--- config.mk ---
export PLATFORM = sky130hd
export DESIGN_NAME = seq_divider
export DESIGN_NICKNAME = d
export VERILOG_FILES = /design/src/rtl/seq_divider.sv
export SDC_FILE = /design/constraint.sdc
export NUM_CORES = 1
export LEC_CHECK = 0
export CORE_MARGIN = 1.5
export CORE_UTILIZATION = 37
export CTS_CLUSTER_DIAMETER = 50
export CTS_CLUSTER_SIZE = 8
export DETAILED_ROUTE_END_ITERATION = 6
export SYNTH_ARGS = -nofsm -noshare
export SYNTH_HDL_FRONTEND = slang
export SYNTH_SLANG_ARGS = --single-unit
export TNS_END_PERCENT = 1
--- constraint.sdc ---
create_clock -name clk -period 2.55 [get_ports clk]
set_input_delay 0.51 -clock clk [delete_from_list [all_inputs] [get_ports clk]]
set_output_delay 0.51 -clock clk [all_outputs]
set_load 0.005 [all_outputs]
--- src/rtl/seq_divider.sv ---
// Multi-cycle unsigned restoring divider: one quotient bit per clock,
// results held in output registers until the next completion.
module seq_divider #(
  parameter int WIDTH = 8
) (
  input  logic             clk,
  input  logic             rst_n,
  input  logic             start,
  input  logic [WIDTH-1:0] dividend,
  input  logic [WIDTH-1:0] divisor,
  output logic             busy,
  output logic             done,
  output logic [WIDTH-1:0] quotient,
  output logic [WIDTH-1:0] remainder,
  output logic             div_by_zero
);

  localparam int CW = $clog2(WIDTH + 1);
  localparam int W1 = WIDTH + 1;

  typedef enum logic [1:0] {IDLE, RUN, DONE} state_e;

  state_e           state_q, state_d;
  logic [WIDTH:0]   rem_q, rem_d;
  logic [WIDTH-1:0] qreg_q, qreg_d;
  logic [WIDTH-1:0] divisor_q, divisor_d;
  logic [CW-1:0]    cnt_q, cnt_d;
  logic [WIDTH-1:0] quotient_q, quotient_d;
  logic [WIDTH-1:0] remainder_q, remainder_d;
  logic             dbz_q, dbz_d;

  logic [WIDTH:0]   rem_sh;
  logic [WIDTH:0]   trial;
  logic [WIDTH:0]   rem_next;
  logic [WIDTH-1:0] q_next;

  // One restoring step: shift {rem, q} left, try subtracting the divisor.
  always_comb begin
    rem_sh   = W1'({rem_q, qreg_q[WIDTH-1]});
    trial    = rem_sh - {1'b0, divisor_q};
    rem_next = trial[WIDTH] ? rem_sh : trial;
    q_next   = {qreg_q[WIDTH-2:0], ~trial[WIDTH]};
  end

  always_comb begin
    state_d     = state_q;
    rem_d       = rem_q;
    qreg_d      = qreg_q;
    divisor_d   = divisor_q;
    cnt_d       = cnt_q;
    quotient_d  = quotient_q;
    remainder_d = remainder_q;
    dbz_d       = dbz_q;
    case (state_q)
      IDLE, DONE: begin
        state_d = IDLE;
        if (start) begin
          if (divisor != '0) begin
            rem_d     = '0;
            qreg_d    = dividend;
            divisor_d = divisor;
            cnt_d     = CW'(WIDTH);
            dbz_d     = 1'b0;
            state_d   = RUN;
          end else begin
            // Divide by zero completes immediately with a fixed result.
            quotient_d  = '1;
            remainder_d = dividend;
            dbz_d       = 1'b1;
            state_d     = DONE;
          end
        end
      end
      RUN: begin
        rem_d  = rem_next;
        qreg_d = q_next;
        cnt_d  = cnt_q - CW'(1);
        if (cnt_q == CW'(1)) begin
          quotient_d  = q_next;
          remainder_d = rem_next[WIDTH-1:0];
          state_d     = DONE;
        end
      end
      default: state_d = IDLE;
    endcase
  end

  always_ff @(posedge clk or negedge rst_n) begin
    if (!rst_n) begin
      state_q     <= IDLE;
      rem_q       <= '0;
      qreg_q      <= '0;
      divisor_q   <= '0;
      cnt_q       <= '0;
      quotient_q  <= '0;
      remainder_q <= '0;
      dbz_q       <= 1'b0;
    end else begin
      state_q     <= state_d;
      rem_q       <= rem_d;
      qreg_q      <= qreg_d;
      divisor_q   <= divisor_d;
      cnt_q       <= cnt_d;
      quotient_q  <= quotient_d;
      remainder_q <= remainder_d;
      dbz_q       <= dbz_d;
    end
  end

  assign busy        = (state_q == RUN);
  assign done        = (state_q == DONE);
  assign quotient    = quotient_q;
  assign remainder   = remainder_q;
  assign div_by_zero = dbz_q;

endmodule

==> flow_summary.rst, run 1 <==
.. list-table::
   :header-rows: 1

   * - Metric
     - Value
   * - Grt met2 use
     - 27.7%
   * - Most heavily used metal layer in global routing
     - met2
   * - Met1 usage
     - 25.9%
   * - Placed wire-length estimate after detailed placement
     - 4130 µm
   * - Buffers from clock root to sink, at most
     - 2
   * - Cts bufs inserted
     - 5
   * - Instance area after placement
     - 0.00285 mm²
   * - Nets in the synthesized netlist
     - 260
   * - H-tree level count
     - 2
   * - Count of hold buffers inserted by post-cts repair
     - 0
   * - PwrDens
     - 1580 mW/mm²
   * - CP most frequent cell
     - inv_2
   * - Run status
     - complete, no violations
   * - Cell Rows
     - 28
   * - Master cell of the clock root buffer
     - clkbuf_8
   * - TritonCTS clock tree
     - done
   * - Share of total power in sequential cells
     - 28.5%
   * - Gate family responsible for the most delay along the worst path
     - compound AO/OA/AOI/OAI gates
   * - Netlist area before placement
     - 0.00234 mm²
   * - Max Slew Vio Count
     - 0
   * - Avg Vias per Cell
     - 5.16
   * - Cell-by-cell trace of the critical path
     - inv_2 -> ha_4 -> inv_2 -> fa_2 -> a211oi_2 -> o21ai_1 -> a31oi_1 -> xnor2_1 -> buf_4 -> mux2_4 -> o22ai_2
   * - Layout Cells excl Fill
     - 356
   * - GRT Resource Usage Total
     - 18.6%
   * - Distinct cells, synth
     - 43
   * - Footprint of the multi-input gates
     - 0.00114 mm²
   * - CP startpoint kind
     - flip-flop
   * - Number of nets in the layout
     - 310
   * - Net switching power
     - 1.95 mW
   * - Buffers and inverters on the worst path
     - 3
   * - Startpoint-to-endpoint class of the critical path
     - reg2reg
   * - Number of DRC markers in iteration 0
     - 73
   * - Endpoint of the worst setup timing path
     - rem_q[0]
   * - Antenna diode instance count
     - 0
   * - Global-route wire length before repair
     - 9240 µm
   * - Number of vias in the routed layout
     - 1837
   * - Worst skew pair latency
     - 300 ps
   * - Worst Reg-to-Reg Cells
     - 11
   * - Overflow left after global routing
     - 0
   * - Cell with the biggest individual delay on the critical path
     - dfrtp_1
   * - Synth Instances
     - 230
   * - Post-Layout Inst Area
     - 0.00305 mm²
   * - Area growth, synth to finish
     - 30.4%
   * - Final period demand of the worst path
     - 2430 ps
   * - Antenna-violating nets left
     - 0
   * - CP Data Arrival Time
     - 2660 ps
   * - Mean routed wirelength per cell
     - 16.2 µm
   * - FF/Latch Area
     - 0.00118 mm²
   * - Reg-to-reg startpoint
     - qreg_q[7]
   * - Count of buffers from port buffering
     - 37
   * - Clk pwr share
     - 10.5%
   * - Met3 GRT Util
     - 5.05%
   * - Drt total wl
     - 5760 µm
   * - Highest fanout seen on the critical path
     - 4
   * - Endpoint kind of the worst setup timing path
     - flip-flop
   * - Net Sw Frac
     - 40.4%
   * - Fillcell total
     - 559
   * - Internal power component
     - 2.86 mW
   * - Initial standard-cell utilization of the core
     - 38.8%
   * - Initial antenna violation count
     - 0
   * - Die W
     - 82.5 µm
   * - Pre-CTS worst setup slack
     - 10.4 ps
   * - Placer congestion estimate
     - 0.796
   * - CTS clk-pin slew, worst paths
     - 90 ps
   * - Total of endpoints with negative setup slack in the final report
     - 0
   * - Top achievable clock speed
     - 411 MHz
   * - Worst max-slew margin expressed relative to the limit
     - 58.6%
   * - Total of warnings raised by yosys
     - 0
   * - Fin crit share
     - 95.4%
   * - Critical path data required time
     - 2780 ps
   * - Leak
     - 1.31 nW
   * - First-pass detailed-route iteration total
     - 4
   * - Sequential-to-total area share from yosys stat
     - 50.3%
   * - Maximum number of pins on one net before global-route repair
     - 48
   * - # IOs
     - 38
   * - Share of layout cells above drive strength 1
     - 15.3%
   * - Placed Cells
     - 345
   * - Min-delay worst type
     - in2async
   * - Source of the critical timing path
     - qreg_q[7]
   * - Total power
     - 4.81 mW
   * - Register-to-register setup slack
     - 120 ps
   * - Mean post-synth cell area
     - 10.2 µm²
   * - Actual transition at the worst max-transition pin
     - 619 ps
   * - CP Depth
     - 11
   * - Final TNS setup
     - 0 ps
   * - Die boundary height
     - 82.5 µm
   * - Number of storage elements in the synthesis netlist
     - 47
   * - Hold Violations, Final
     - 0
   * - Worst ir drop on vdd
     - 0.694 mV
   * - Skew final
     - 6.14 ps
   * - Number of sinks on the clock net
     - 47
   * - Area of the die
     - 0.00680 mm²
   * - RR Endpoint
     - rem_q[0]
   * - Min setup slack post-route
     - 118 ps
   * - Stage delay of the slowest cell on the critical path
     - 380 ps
   * - Number of remaining DRC errors
     - 0
   * - Max Cap Viol
     - 0
   * - Number of global-route vias before repair
     - 1880
   * - Std-Cell Core Area
     - 0.00603 mm²
   * - Fraction of power consumed by combinational cells
     - 61.1%
power by group through the flow:
| stage | clock, mW | combinational, mW | sequential (mW) |
|---|---|---|---|
| 6_report | 0.503 | 2.94 | 1.37 |
| 5_1_grt | 0.560 | 3.25 | 1.41 |
| 4_1_cts | 0.519 | 2.62 | 1.35 |
| 3_5_place_dp | 0 | 2.54 | 1.36 |
| 3_3_place_gp | 0 | 2.50 | 1.36 |
| 2_1_floorplan | 0 | 1.74 | 1.32 |
cell usage after synthesis:
cell	count	share of area [%]
mux2_1	1	0.48
o21ai_0	3	0.64
nor2_1	12	1.9
o22ai_1	10	2.7
nor3_1	4	0.86
a31oi_1	2	0.54
o21bai_1	1	0.32
mux2_2	1	0.48
nand2b_1	2	0.54
a211oi_1	2	0.64
a21oi_1	10	2.1
o21a_1	1	0.32
o211ai_1	2	0.64
o2111ai_1	1	0.37
o21ai_1	17	3.6
dfrtp_1	47	50
a22oi_1	2	0.64
buf_1	1	0.16
a21o_1	4	1.3
nand3_1	2	0.43
a31oi_2	1	0.54
xnor2_1	4	1.5
buf_6	1	0.48
nor4_1	3	0.80
or2_1	1	0.27
and2_1	2	0.54
clkbuf_1	6	0.96
fa_1	1	0.86
xor2_1	4	1.5
ha_1	10	5.4
nand3b_1	1	0.32
inv_2	2	0.32
nor2_2	1	0.27
nand2_1	28	4.5
or2_4	1	0.37
nor2b_1	3	0.80
inv_1	11	1.8
nor3b_1	1	0.32
o22a_1	8	3.0
a211oi_2	1	0.54
o32ai_1	1	0.37
mux2i_1	12	5.1
buf_2	2	0.43
per-layer routing:
layer  wire [µm]  up-vias
met1        2800      881
met4          93        0
met3         155        7
met5           0        -
met2        2700       33
li1            -      916
logic make-up (layout without fill, tap and decap cells):
family          Yosys count  count (layout)  share of synthesized area [%]
compound gates           66              66                           18.3
xor+xnor                  8               8                           3.00
fa+ha+maj                11              11                           6.21
buf+inv                  23              74                           4.12
flops                    47              47                           50.3
mux                      14              14                           6.10
simple gates             61              61                           11.9
worst min-delay path by stage:
stage / start / to / slack (ps) / depth (start not counted)
after floorplan: rst_n / cnt_q[0] / 210 / 0
after global placement: cnt_q[3] / cnt_q[3] / 460 / 1
after detailed placement: cnt_q[3] / cnt_q[3] / 470 / 1
after CTS: rst_n / cnt_q[0] / 320 / 2
after global routing: rst_n / quotient[7] / 330 / 2
final: rst_n / quotient[4] / 300 / 2
flip-flops by register name, indices dropped and copies added (netlist names):
| signal | count |
|---|---|
| remainder | 8 |
| divisor_q | 8 |
| qreg_q | 8 |
| rem_q | 8 |
| quotient | 8 |
| state_q | 2 |
| div_by_zero | 1 |
| cnt_q | 4 |
layout by cell type (no fill, tap or decap), types with 7 or more instances in the layout:
cell type and count:
dfrtp_1 47, clkdlybuf4s50_1 36, nand2_1 28, o21ai_1 17, buf_4 16, nor2_1 12
a21oi_1 10, inv_1 9, mux2i_1 9, ha_1 9, o22a_1 8, o22ai_1 7
clkbuf_8 7
final cells by class:
type | instances | area share [%]
Sequential cell | 47 | 38.6
Multi-Input combinational cell | 160 | 37.4
Timing Repair Buffer | 53 | 15.9
Clock buffer | 7 | 3.16
Tap cell | 75 | 3.08
Inverter | 13 | 1.60
Clock inverter | 1 | 0.246
timing repair:
item | 4_1_cts | 5_1_grt
gates resized for setup | 0 | 16
buffers inserted | 2 | 1
setup endpoints to repair | 2 | 17
pin swaps | 0 | 7
stage by stage:
step | hold slack, ps | util (%)
floorplan | 214 | -
global placement | 464 | 47.2
detailed placement | 469 | 47.2
CTS | 318 | 49.2
global route | 329 | 50.6
finish | 297 | 50.6
Note: power is estimated with default switching activity, not from simulation.
==> run 2, diff against run 1 <==
--- a/config.mk
+++ b/config.mk
@@ -10,6 +10,7 @@
 export CTS_CLUSTER_DIAMETER = 50
 export CTS_CLUSTER_SIZE = 8
 export DETAILED_ROUTE_END_ITERATION = 6
+export SKIP_LAST_GASP = 1
 export SYNTH_ARGS = -nofsm -noshare
 export SYNTH_HDL_FRONTEND = slang
 export SYNTH_SLANG_ARGS = --single-unit
==> results of run 2 <==
Final layout, timing and power as in run 1 (identical DEF).
==> run 3, diff against run 2 <==
--- a/config.mk
+++ b/config.mk
@@ -6,10 +6,11 @@
 export NUM_CORES = 1
 export LEC_CHECK = 0
 export CORE_MARGIN = 1.5
-export CORE_UTILIZATION = 37
+export CORE_UTILIZATION = 50
 export CTS_CLUSTER_DIAMETER = 50
 export CTS_CLUSTER_SIZE = 8
 export DETAILED_ROUTE_END_ITERATION = 6
+export PLACE_DENSITY = 0.75
 export SKIP_LAST_GASP = 1
 export SYNTH_ARGS = -nofsm -noshare
 export SYNTH_HDL_FRONTEND = slang
==> run 3 against run 2 <==
Critical path depth is the same. Clock power shrank 2%. Global-route usage grew 5.4 points. Wire length shrank 1.0%. Hold slack lost 63 ps. Register-to-register slack lost 70 ps. Non-clock buffer count grew 3. Flip-flop and latch count is the same. Die area shrank 25%. Highest routed layer unchanged. Design area shrank 0.45%.
==> flow_summary.rst, run 3 (synthesis gave the netlist of run 1 again) <==
.. list-table::
   :header-rows: 1

   * - Metric
     - Value
   * - # IOs
     - 38
   * - Avg Vias per Cell
     - 5.68
   * - Instance area after placement
     - 0.00285 mm²
   * - CP startpoint kind
     - flip-flop
   * - Number of nets in the layout
     - 313
   * - Fin crit share
     - 98.1%
   * - Worst ir drop on vdd
     - 0.727 mV
   * - Cts bufs inserted
     - 5
   * - Skew final
     - 4.18 ps
   * - Number of DRC markers in iteration 0
     - 95
   * - Buffers from clock root to sink, at most
     - 2
   * - H-tree level count
     - 2
   * - GRT Resource Usage Total
     - 24.0%
   * - Antenna diode instance count
     - 0
   * - Number of global-route vias before repair
     - 1943
   * - Initial antenna violation count
     - 0
   * - Most frequent cells in the layout
     - dfrtp_1 (47), clkdlybuf4s50_1 (36), nand2_1 (28)
   * - Count of buffers from port buffering
     - 37
   * - Std-Cell Core Area
     - 0.00441 mm²
   * - Worst skew pair latency
     - 300 ps
   * - Final TNS setup
     - 0 ps
   * - PwrDens
     - 1620 mW/mm²
   * - First-pass detailed-route iteration total
     - 4
   * - Cell with the biggest individual delay on the critical path
     - dfrtp_1
   * - Mean routed wirelength per cell
     - 17.0 µm
   * - Run status
     - complete, no violations
   * - Cell Rows
     - 24
   * - Most common cell after layout, fill and taps aside
     - dfrtp_1
   * - Number of sinks on the clock net
     - 47
   * - RSZ-0062 raised after global routing
     - yes
   * - Hold Violations, Final
     - 0
   * - Die boundary height
     - 71.4 µm
   * - CTS clk-pin slew, worst paths
     - 90 ps
   * - Share of layout cells above drive strength 1
     - 15.8%
   * - Master cell of the clock root buffer
     - clkbuf_8
   * - Layout Cells excl Fill
     - 336
   * - Fillcell total
     - 353
   * - Area of the die
     - 0.00509 mm²
   * - Min-delay worst type
     - in2async
   * - Global-route wire length before repair
     - 9560 µm
   * - Initial standard-cell utilization of the core
     - 52.9%
   * - Placed Cells
     - 324
   * - Worst max-slew margin expressed relative to the limit
     - 55.6%
   * - Number of remaining DRC errors
     - 0
   * - Critical path data required time
     - 2770 ps
   * - Total of endpoints with negative setup slack in the final report
     - 0
   * - TritonCTS clock tree
     - done
   * - Pre-CTS worst setup slack
     - -48.2 ps
   * - Leak
     - 1.32 nW
   * - Maximum number of pins on one net before global-route repair
     - 30
   * - Overflow left after global routing
     - 0
   * - Max Slew Vio Count
     - 0
   * - CP Data Arrival Time
     - 2720 ps
   * - Top achievable clock speed
     - 400 MHz
   * - Final period demand of the worst path
     - 2500 ps
   * - Number of vias in the routed layout
     - 1907
   * - Die W
     - 71.4 µm
   * - Placed wire-length estimate after detailed placement
     - 4090 µm
   * - Drt total wl
     - 5700 µm
   * - Count of hold buffers inserted by post-cts repair
     - 0
   * - Post-Layout Inst Area
     - 0.00303 mm²
   * - Cell-by-cell trace of the critical path
     - inv_2 -> ha_2 -> inv_1 -> fa_2 -> a211oi_2 -> o21ai_1 -> a31oi_2 -> xnor2_2 -> buf_12 -> mux2_2 -> o22ai_1
   * - Core Util, Final
     - 68.7%
   * - Area growth, synth to finish
     - 29.8%
   * - Highest fanout seen on the critical path
     - 7
   * - Min setup slack post-route
     - 47.8 ps
   * - Gate family responsible for the most delay along the worst path
     - compound AO/OA/AOI/OAI gates
   * - Antenna-violating nets left
     - 0
   * - Startpoint-to-endpoint class of the critical path
     - reg2reg
   * - Stage delay of the slowest cell on the critical path
     - 380 ps
   * - Buffers and inverters on the worst path
     - 3
   * - Max Cap Viol
     - 0
   * - Actual transition at the worst max-transition pin
     - 666 ps
   * - Endpoint kind of the worst setup timing path
     - flip-flop
   * - Placer congestion estimate
     - 0.846
## run 3: cell count changes in the layout (fill, tap and decap cells not counted), sizes merged
cell      previous run  this run
buf                 17        20
clkbuf               7         8
clkinvlp             1         0
## run 3: area by class of cell
class                   instances  area, µm²  area share, %
clock buffers                   8        100           3.30
inverters                      13       48.8           1.61
multi-input cells             160       1120           37.0
flip-flops and latches         47       1180           38.8
well taps                      52       65.1           2.14
repair buffers                 56        520           17.2
## run 3: layer usage
metal	up-vias	global-route usage [%]	part of all wire (%)
li1	912	-	-
met1	930	33.7	45
met2	57	38.0	48
met3	8	4.78	5.3
met4	0	7.13	1.6
met5	-	0	0
## run 3: path summary, 6_finish.rpt
path                                start      endpoint  slack [ps]  cells after the start
worst max-delay path            qreg_q[7]      rem_q[0]          50                     11
worst max register to register  qreg_q[7]      rem_q[0]          50                     11
worst min-delay path                rst_n  divisor_q[0]         230                      1
max in group asynchronous           rst_n  remainder[1]        1720                      2
min in group clk                 cnt_q[3]      cnt_q[3]         470                      1
worst min register to register   cnt_q[3]      cnt_q[3]         470                      1
## run 3: power by group
group	internal, mW	total (mW)	switching (mW)
logic	1.58	3.05	1.46
registers	1.12	1.38	0.265
clock network	0.248	0.494	0.247
total	2.95	4.92	1.97
## run 3: stage by stage
stage,power [mW],hold slack [ps]
after floorplan,3.05,214
after global placement,3.93,461
after detailed placement,3.97,467
after CTS,4.68,258
after global routing,5.26,292
final,4.92,234
## run 3: what timing repair did
| action | CTS | global route |
|---|---|---|
| setup buffers | 4 | 0 |
| pin swaps | 3 | 4 |
| gates resized for setup | 4 | 9 |
| setup endpoints to repair | 2 | 14 |
